$ cat src/rtl/mrelbp_pkg.sv
// Shared constants for the radius-6 MRELBP column generator.
package mrelbp_pkg;

    // Rows in one vertical sampling column (radius 6 -> 2*6+1).
    localparam int NUM_ROWS        = 13;
    // Line buffers needed to delay the current row back to the oldest row.
    localparam int NUM_LINE_BUFS   = NUM_ROWS - 1;
    // First row whose column is fully populated with pixels of this frame.
    localparam int FIRST_VALID_ROW = NUM_ROWS - 1;
    // Default pixel width and image dimensions.
    localparam int DATA_W          = 8;
    localparam int IMG_WIDTH_DEF   = 32;
    localparam int IMG_HEIGHT_DEF  = 32;

endpackage : mrelbp_pkg

$ cat src/rtl/mrelbp_line_buffer.sv
// Enabled line buffer: dout presents the sample written exactly DEPTH
// enabled cycles earlier. Storage is deliberately not reset; consumers gate
// stale contents with their own valid logic.
module mrelbp_line_buffer #(
    parameter int DEPTH  = 32,
    parameter int DATA_W = 8
) (
    input  logic              clk,
    input  logic              en,
    input  logic [DATA_W-1:0] din,
    output logic [DATA_W-1:0] dout
);

    logic [DEPTH-1:0][DATA_W-1:0] shift_r;

    // Shift a new sample in on each enabled cycle; hold otherwise.
    always_ff @(posedge clk) begin
        if (en) begin
            shift_r <= {shift_r[DEPTH-2:0], din};
        end else begin
            shift_r <= shift_r;
        end
    end

    assign dout = shift_r[DEPTH-1];

endmodule : mrelbp_line_buffer

$ cat src/rtl/mrelbp_col_gen_r6.sv
// Radius-6 column generator: turns a raster pixel stream into 13-pixel
// vertical columns (S1 oldest row .. S13 current row) using 12 cascaded
// line buffers, with registered valid and end-of-frame flags.
module mrelbp_col_gen_r6 #(
    parameter int IMG_WIDTH  = mrelbp_pkg::IMG_WIDTH_DEF,
    parameter int IMG_HEIGHT = mrelbp_pkg::IMG_HEIGHT_DEF,
    parameter int DATA_W     = mrelbp_pkg::DATA_W
) (
    input  logic              clk,
    input  logic              rst,
    input  logic              done_i,
    input  logic [DATA_W-1:0] data_i,
    output logic              done_o,
    output logic [DATA_W-1:0] S1,
    output logic [DATA_W-1:0] S2,
    output logic [DATA_W-1:0] S3,
    output logic [DATA_W-1:0] S4,
    output logic [DATA_W-1:0] S5,
    output logic [DATA_W-1:0] S6,
    output logic [DATA_W-1:0] S7,
    output logic [DATA_W-1:0] S8,
    output logic [DATA_W-1:0] S9,
    output logic [DATA_W-1:0] S10,
    output logic [DATA_W-1:0] S11,
    output logic [DATA_W-1:0] S12,
    output logic [DATA_W-1:0] S13,
    output logic              progress_done_o
);

    import mrelbp_pkg::*;

    localparam int COL_W = (IMG_WIDTH  > 1) ? $clog2(IMG_WIDTH)  : 1;
    localparam int ROW_W = (IMG_HEIGHT > 1) ? $clog2(IMG_HEIGHT) : 1;
    localparam logic [COL_W-1:0] COL_LAST  = COL_W'(IMG_WIDTH - 1);
    localparam logic [ROW_W-1:0] ROW_LAST  = ROW_W'(IMG_HEIGHT - 1);
    localparam logic [ROW_W-1:0] ROW_VALID = ROW_W'(FIRST_VALID_ROW);

    logic [COL_W-1:0]  col_r;
    logic [ROW_W-1:0]  row_r;
    logic [COL_W-1:0]  col_nxt_s;
    logic [ROW_W-1:0]  row_nxt_s;
    logic              col_last_s;
    logic              row_last_s;
    logic              valid_row_s;
    logic              done_r;
    logic              progress_r;

    // tap[0] is the current row, tap[k] is the same column k rows earlier.
    logic [DATA_W-1:0] tap_s  [NUM_ROWS];
    // column_r[0] drives S1 (oldest) .. column_r[12] drives S13 (current).
    logic [DATA_W-1:0] column_r [NUM_ROWS];

    assign tap_s[0] = data_i;

    genvar gk;
    generate
        for (gk = 1; gk <= NUM_LINE_BUFS; gk++) begin : g_lbuf
            mrelbp_line_buffer #(
                .DEPTH  (IMG_WIDTH),
                .DATA_W (DATA_W)
            ) u_lbuf (
                .clk  (clk),
                .en   (done_i),
                .din  (tap_s[gk-1]),
                .dout (tap_s[gk])
            );
        end
    endgenerate

    // Raster position bookkeeping: next column/row and frame-position flags.
    always_comb begin
        col_last_s  = (col_r == COL_LAST);
        row_last_s  = (row_r == ROW_LAST);
        valid_row_s = (row_r >= ROW_VALID);
        if (col_last_s) begin
            col_nxt_s = {COL_W{1'b0}};
            if (row_last_s) begin
                row_nxt_s = {ROW_W{1'b0}};
            end else begin
                row_nxt_s = row_r + ROW_W'(1);
            end
        end else begin
            col_nxt_s = col_r + COL_W'(1);
            row_nxt_s = row_r;
        end
    end

    // Position counters advance only on accepted pixels; reset wins.
    always_ff @(posedge clk) begin
        if (rst) begin
            col_r <= {COL_W{1'b0}};
            row_r <= {ROW_W{1'b0}};
        end else if (done_i) begin
            col_r <= col_nxt_s;
            row_r <= row_nxt_s;
        end else begin
            col_r <= col_r;
            row_r <= row_r;
        end
    end

    // Valid and end-of-frame flags: one cycle after each accepted pixel.
    always_ff @(posedge clk) begin
        if (rst) begin
            done_r     <= 1'b0;
            progress_r <= 1'b0;
        end else if (done_i) begin
            done_r     <= valid_row_s;
            progress_r <= valid_row_s & row_last_s & col_last_s;
        end else begin
            done_r     <= 1'b0;
            progress_r <= 1'b0;
        end
    end

    // Column register: capture only for fully valid columns, hold otherwise.
    always_ff @(posedge clk) begin
        if (rst) begin
            for (int k = 0; k < NUM_ROWS; k++) begin
                column_r[k] <= {DATA_W{1'b0}};
            end
        end else if (done_i && valid_row_s) begin
            for (int k = 0; k < NUM_ROWS; k++) begin
                column_r[k] <= tap_s[NUM_ROWS-1-k];
            end
        end else begin
            for (int k = 0; k < NUM_ROWS; k++) begin
                column_r[k] <= column_r[k];
            end
        end
    end

    assign done_o          = done_r;
    assign progress_done_o = progress_r;
    assign S1  = column_r[0];
    assign S2  = column_r[1];
    assign S3  = column_r[2];
    assign S4  = column_r[3];
    assign S5  = column_r[4];
    assign S6  = column_r[5];
    assign S7  = column_r[6];
    assign S8  = column_r[7];
    assign S9  = column_r[8];
    assign S10 = column_r[9];
    assign S11 = column_r[10];
    assign S12 = column_r[11];
    assign S13 = column_r[12];

endmodule : mrelbp_col_gen_r6

$ cat config.mk
export PLATFORM = sky130hd
export DESIGN_NAME = mrelbp_col_gen_r6
export DESIGN_NICKNAME = d
export VERILOG_FILES = /design/src/rtl/mrelbp_pkg.sv /design/src/rtl/mrelbp_line_buffer.sv /design/src/rtl/mrelbp_col_gen_r6.sv
export SDC_FILE = /design/constraint.sdc
export NUM_CORES = 2
export LEC_CHECK = 0
export BUFFER_PORTS_ARGS = -buffer_cell sky130_fd_sc_hd__buf_4
export CORE_ASPECT_RATIO = 0.75
export CORE_MARGIN = 1.5
export CORE_UTILIZATION = 48
export DETAILED_ROUTE_END_ITERATION = 8
export SLEW_MARGIN = 40
export SYNTH_ARGS = -nofsm -noshare
export SYNTH_HDL_FRONTEND = slang
export SYNTH_SLANG_ARGS = --single-unit
$ cat constraint.sdc
create_clock -name clk -period 5.46 [get_ports clk]
set_clock_uncertainty 0.1 [all_clocks]
set_input_delay 0 -clock clk [delete_from_list [all_inputs] [get_ports clk]]
set_output_delay 0 -clock clk [all_outputs]
set_load 0.05 [all_outputs]
Word-level counts from Yosys, hierarchy flattened
Memories as Yosys holds them, arrays and structs flattened.
Cells that the tools add are included.

word-level totals
  flip-flop bits (word level) = 3084
  memories = 1
  ROM bits = 0
  bits in latches = 0
  memory bits (writable) = 104

cells by class
  bitwise logic cells = 29
  shift operators = 0
  add/subtract/negate cells = 2
  $mul = 0
  reduce and logical (&&, ||, !) cells = 3
  mux-type cells = 36
  order comparisons = 1
  div/mod/pow operators = 0
  equality and inequality tests = 2

memories
  name      words  bits a word  rd ports  clocked after Yosys merged registers in  wr ports  line                     RTL
  column_r  13     8            13        0                                        13        mrelbp_col_gen_r6.sv:51  logic [DATA_W-1:0] column_r [NUM_ROWS];

operator list
  cell                                                                   count
  8-bit two-way mux                                                      26
  1-bit bitwise OR                                                       26
  5-bit by 1-bit adder with 5-bit output, second input constant          2
  5-bit equality test, second input constant                             2
  5-bit two-way mux                                                      2
  1-bit two-way mux                                                      8
  5-bit by 4-bit >= comparator with 1-bit output, second input constant  1
  1-bit bitwise AND                                                      2
  2-bit AND reduction                                                    1
  2-bit OR reduction                                                     1
  1-bit logical AND                                                      1
  1-bit inverter                                                         1

Depth between registers and ports, before layout
  depth in word-level cells = 7
  mapped depth = 6
  mapped depth without buffers = 6

By module
A second synthesis with hierarchy kept.

second synthesis, totals
  cells, all modules = 3449
  area, all modules = 97364.6 µm²

modules (own cells, without submodules)
  module              area each (µm²)  instances  sequential area each (µm²)  cells an instance
  mrelbp_line_buffer  7747.4           12         7687.4                      264
  mrelbp_col_gen_r6   4395.5           1          3363.2                      281

Worst setup path after synthesis
OpenSTA, ideal clock, no wires.

  path kind = reg-to-reg
  from = register row_r[2]
  to = memory column_r[0][0], enable pin
  cell stages (with the launch flop) = 3
  library setup time = 0.461 ns
  arrival time = 2.643 ns
  required time = 4.899 ns
  slack = 2.255 ns
  buffers on the path = 0
  path through = dfxtp_1 a21o_1 a21o_1

RTL lines
  item                    line                     RTL
  from (decl)             mrelbp_col_gen_r6.sv:39  logic [ROW_W-1:0] row_r;
  from (signal assigned)  mrelbp_col_gen_r6.sv:92  row_r <= {ROW_W{1'b0}};
  from (signal assigned)  mrelbp_col_gen_r6.sv:95  row_r <= row_nxt_s;
  from (signal assigned)  mrelbp_col_gen_r6.sv:98  row_r <= row_r;
  to (decl)               mrelbp_col_gen_r6.sv:51

Worst setup path in the final report
  from = input port done_i
  to = register g_lbuf[11].u_lbuf.shift_r[106] (netlist bit), enable pin

RTL lines
  item                  line                      RTL
  from (decl)           mrelbp_col_gen_r6.sv:11   input logic done_i,
  to (signal assigned)  mrelbp_line_buffer.sv:19  shift_r <= {shift_r[DEPTH-2:0], din};
  to (signal assigned)  mrelbp_line_buffer.sv:21  shift_r <= shift_r;
  to (decl)             mrelbp_line_buffer.sv:14  logic [DEPTH-1:0][DATA_W-1:0] shift_r;

No word-level cell between the ends.

==> flow_summary.json <==
{
  "status": "completed",
  "worstReg2RegEnd": "column_r[0][13]",
  "required_ns": 5.78,
  "path_clk_slew_ns": 0.06,
  "cp-start-kind": "input port",
  "drive_gt1_share_pct": 13.6,
  "htree_levels": 5,
  "hp-start": "rst",
  "drcViolationCount": 0,
  "leakagePower_nw": 37.0,
  "dp_slack_ns": 3.00,
  "syn_nets": 3369,
  "fillers": 14500,
  "overflow": 0,
  "finalMaxSlewViolations": 0,
  "timing.max_cap.violations": 0,
  "crit_family": "buffers and inverters",
  "critPathKind": "in2reg",
  "viasPerCell": 4.78,
  "post_drt_wl_per_cell_um": 17.9,
  "finalHoldViolCount": 0,
  "critPathBufInv": 5,
  "tns_ns": 0,
  "grt_max_degree": 182,
  "worstMarginPinSlew_ns": 0.821,
  "cts_tree": "done",
  "endpoint_kind": "register",
  "crit_chain": "dlygate4sd3_1 > buf_16 > buf_12 > buf_12 > buf_16",
  "post_cts_buffers": 0,
  "ir_drop_uv": 294,
  "port_buffers": 116,
  "hpwl_um": 53400,
  "rsz0062_at_grt": "no",
  "gp_congestion": 0.692,
  "routed_wl_um": 120000,
  "hold_depth": 3,
  "switching_share_pct": 19.2,
  "final_common_cell": "edfxtp_1",
  "die-area_um2": 204000,
  "fin_crit_sh_pct": 42.9,
  "top_level_ports": 117,
  "start_util_pct": 48.4,
  "num_vias": 32000,
  "seq_area_frac_synth_pct": 98.9,
  "finalSetupViolations": 0,
  "drt_iter0_drc": 3229,
  "seq_power_share_pct": 58.9,
  "power.density_nw_per_um2": 443,
  "clockBufferDepth": 4,
  "cts-resized-gates": 0,
  "synth_area_um2": 96700,
  "dr.pass1.iters": 5,
  "reg2regPathDepth": 3,
  "syn_to_final_growth_pct": 14.6,
  "ys_seq_elements": 3188,
  "yosys_warnings": 0,
  "avgSynthCellArea_um2": 28.8,
  "slew_headroom_pct": 45.3,
  "first_global_vias": 31100,
  "final_cell_mix": "edfxtp_1 (3176), clkbuf_16 (306), buf_4 (129), clkinv_1 (71), clkbuf_1 (65)",
  "clkPwrFrac_pct": 39.6,
  "layout_setup_ws_ns": 3.12,
  "combinationalPowerShare_pct": 1.5,
  "grt_pass1_wl_um": 188000,
  "finish.net_count": 3834,
  "fp-row-count": 142,
  "die_h_um": 392,
  "worst-r2r-setup-slack_ns": 3.20,
  "slowest_delay_ns": 0.64,
  "min_path_type": "in2reg",
  "synthCells": 3353,
  "cp_slowest_cell": "dlygate4sd3_1",
  "antenna_found_initial": 3,
  "grt.total_usage_pct": 11.8,
  "p_switching_mw": 9.43,
  "cts_hold_buf": 18,
  "core_um2": 200000,
  "crit_fanout": 108,
  "fp.dieW_um": 521,
  "fin_crit_ns": 2.34,
  "cp.arrival_ns": 2.66,
  "hold_end": "col_r[4]",
  "cts.sinks": 3188,
  "intPower_mw": 39.6,
  "reg2reg_from": "row_r[2]",
  "clk_latency_ns": 0.82,
  "timing.fmax_mhz": 427,
  "postRouteAntennaNets": 0,
  "cts_buffers": 301,
  "ys_types": 27,
  "root_buffer": "clkbuf_16"
}
-- cells by family (layout without fill, tap and decap cells) --
| logic type | Yosys count | count (layout) | share of synthesized area (%) |
|---|---|---|---|
| muxes | 4 | 4 | 0.0414 |
| DFF | 3188 | 3188 | 98.9 |
| buffers and inverters | 15 | 701 | 0.0634 |
| and+or+nand+nor | 129 | 129 | 0.832 |
| AOI/OAI and AO/OA | 12 | 12 | 0.0725 |
| other | 0 | 1 | 0 |
| adders and majority gates | 5 | 5 | 0.0647 |
-- stage by stage --
| stage | std cells | total power [mW] | hold WS (ns) | cell area, um2 | util [%] |
|---|---|---|---|---|---|
| CTS | 6700 | 49.8 | 0.0338 | 111000 | 55.4 |
| global placement | 6156 | 30.1 | 0.0851 | 101000 | 50.7 |
| detailed placement | 6158 | 30.1 | 0.0852 | 101000 | 50.7 |
| finish | 6704 | 49.0 | 0.117 | 111000 | 55.4 |
| floorplan | 3353 | 29.3 | -0.00113 | 96700 | - |
| global route | 6704 | 50.9 | 0.0694 | 111000 | 55.4 |
-- flip-flops by register name, summed over array words and instances, names as in the netlist --
register,flops
g_lbuf.u_lbuf.dout,96
done_o,1
row_r,5
progress_done_o,1
g_lbuf.u_lbuf.shift_r,2976
col_r,5
column_r,104
-- worst max path at each step --
stage,startpoint,to,slack [ns],cells after the start
finish,done_i,g_lbuf[11].u_lbuf.shift_r[106],3.12,5
global placement,done_i,column_r[1][32],2.89,4
global route,done_i,g_lbuf[3].u_lbuf.shift_r[242],3.01,5
CTS,row_r[2],column_r[0][35],3.15,3
floorplan,row_r[2],column_r[0][0],2.26,2
detailed placement,done_i,column_r[1][27],3.00,5
-- metal layers --
metal / wire, um / up-vias / GRT usage [%]
li1: - / 14600 / -
met1: 63400 / 16600 / 20.3
met2: 47600 / 588 / 14.4
met3: 5310 / 287 / 2.56
met4: 3790 / 0 / 4.62
met5: 0 / - / 0
-- worst reg2reg max path, stage by stage, from the launching register on --
cell and delay [ns]:
dfxtp_1 0.42, a21o_1 0.18, a21o_4 0.57, buf_12 0.55
-- power by group through the flow --
stage | clock network [mW] | logic (mW) | registers [mW]
floorplan | 0 | 0.0351 | 29.3
global placement | 0 | 0.735 | 29.4
detailed placement | 0 | 0.756 | 29.4
CTS | 20.2 | 0.764 | 28.9
global route | 21.1 | 0.821 | 29.0
finish | 19.4 | 0.751 | 28.9
-- Yosys cell counts, drive strengths merged --
cell | number | share of area, %
a21o | 2 | 0.016
a21oi | 6 | 0.035
a31oi | 1 | 0.0065
and2 | 48 | 0.31
and3 | 2 | 0.013
and3b | 1 | 0.0091
and4b | 1 | 0.010
and4bb | 1 | 0.013
buf | 4 | 0.021
clkbuf | 9 | 0.035
dfxtp | 12 | 0.25
edfxtp | 3176 | 99
ha | 5 | 0.065
inv | 2 | 0.0078
mux2i | 4 | 0.041
nand2 | 3 | 0.019
nand3 | 4 | 0.021
nand4 | 2 | 0.013
nor2 | 8 | 0.031
nor2b | 56 | 0.36
nor3b | 1 | 0.0078
o21ai | 3 | 0.016
or4 | 1 | 0.0078
or4b | 1 | 0.014
-- final cells by class --
class | instances | area (um2) | share of cell area [%]
well taps | 2664 | 3330 | 3.01
flip-flops and latches | 3188 | 95600 | 86.3
clock buffers | 371 | 7900 | 7.13
diodes | 1 | 2.50 | 0.00226
clock inverters | 153 | 1220 | 1.10
inverters | 2 | 7.51 | 0.00678
repair buffers | 175 | 1700 | 1.54
multi-input cells | 150 | 988 | 0.892
(Power assumes the default switching activity.)
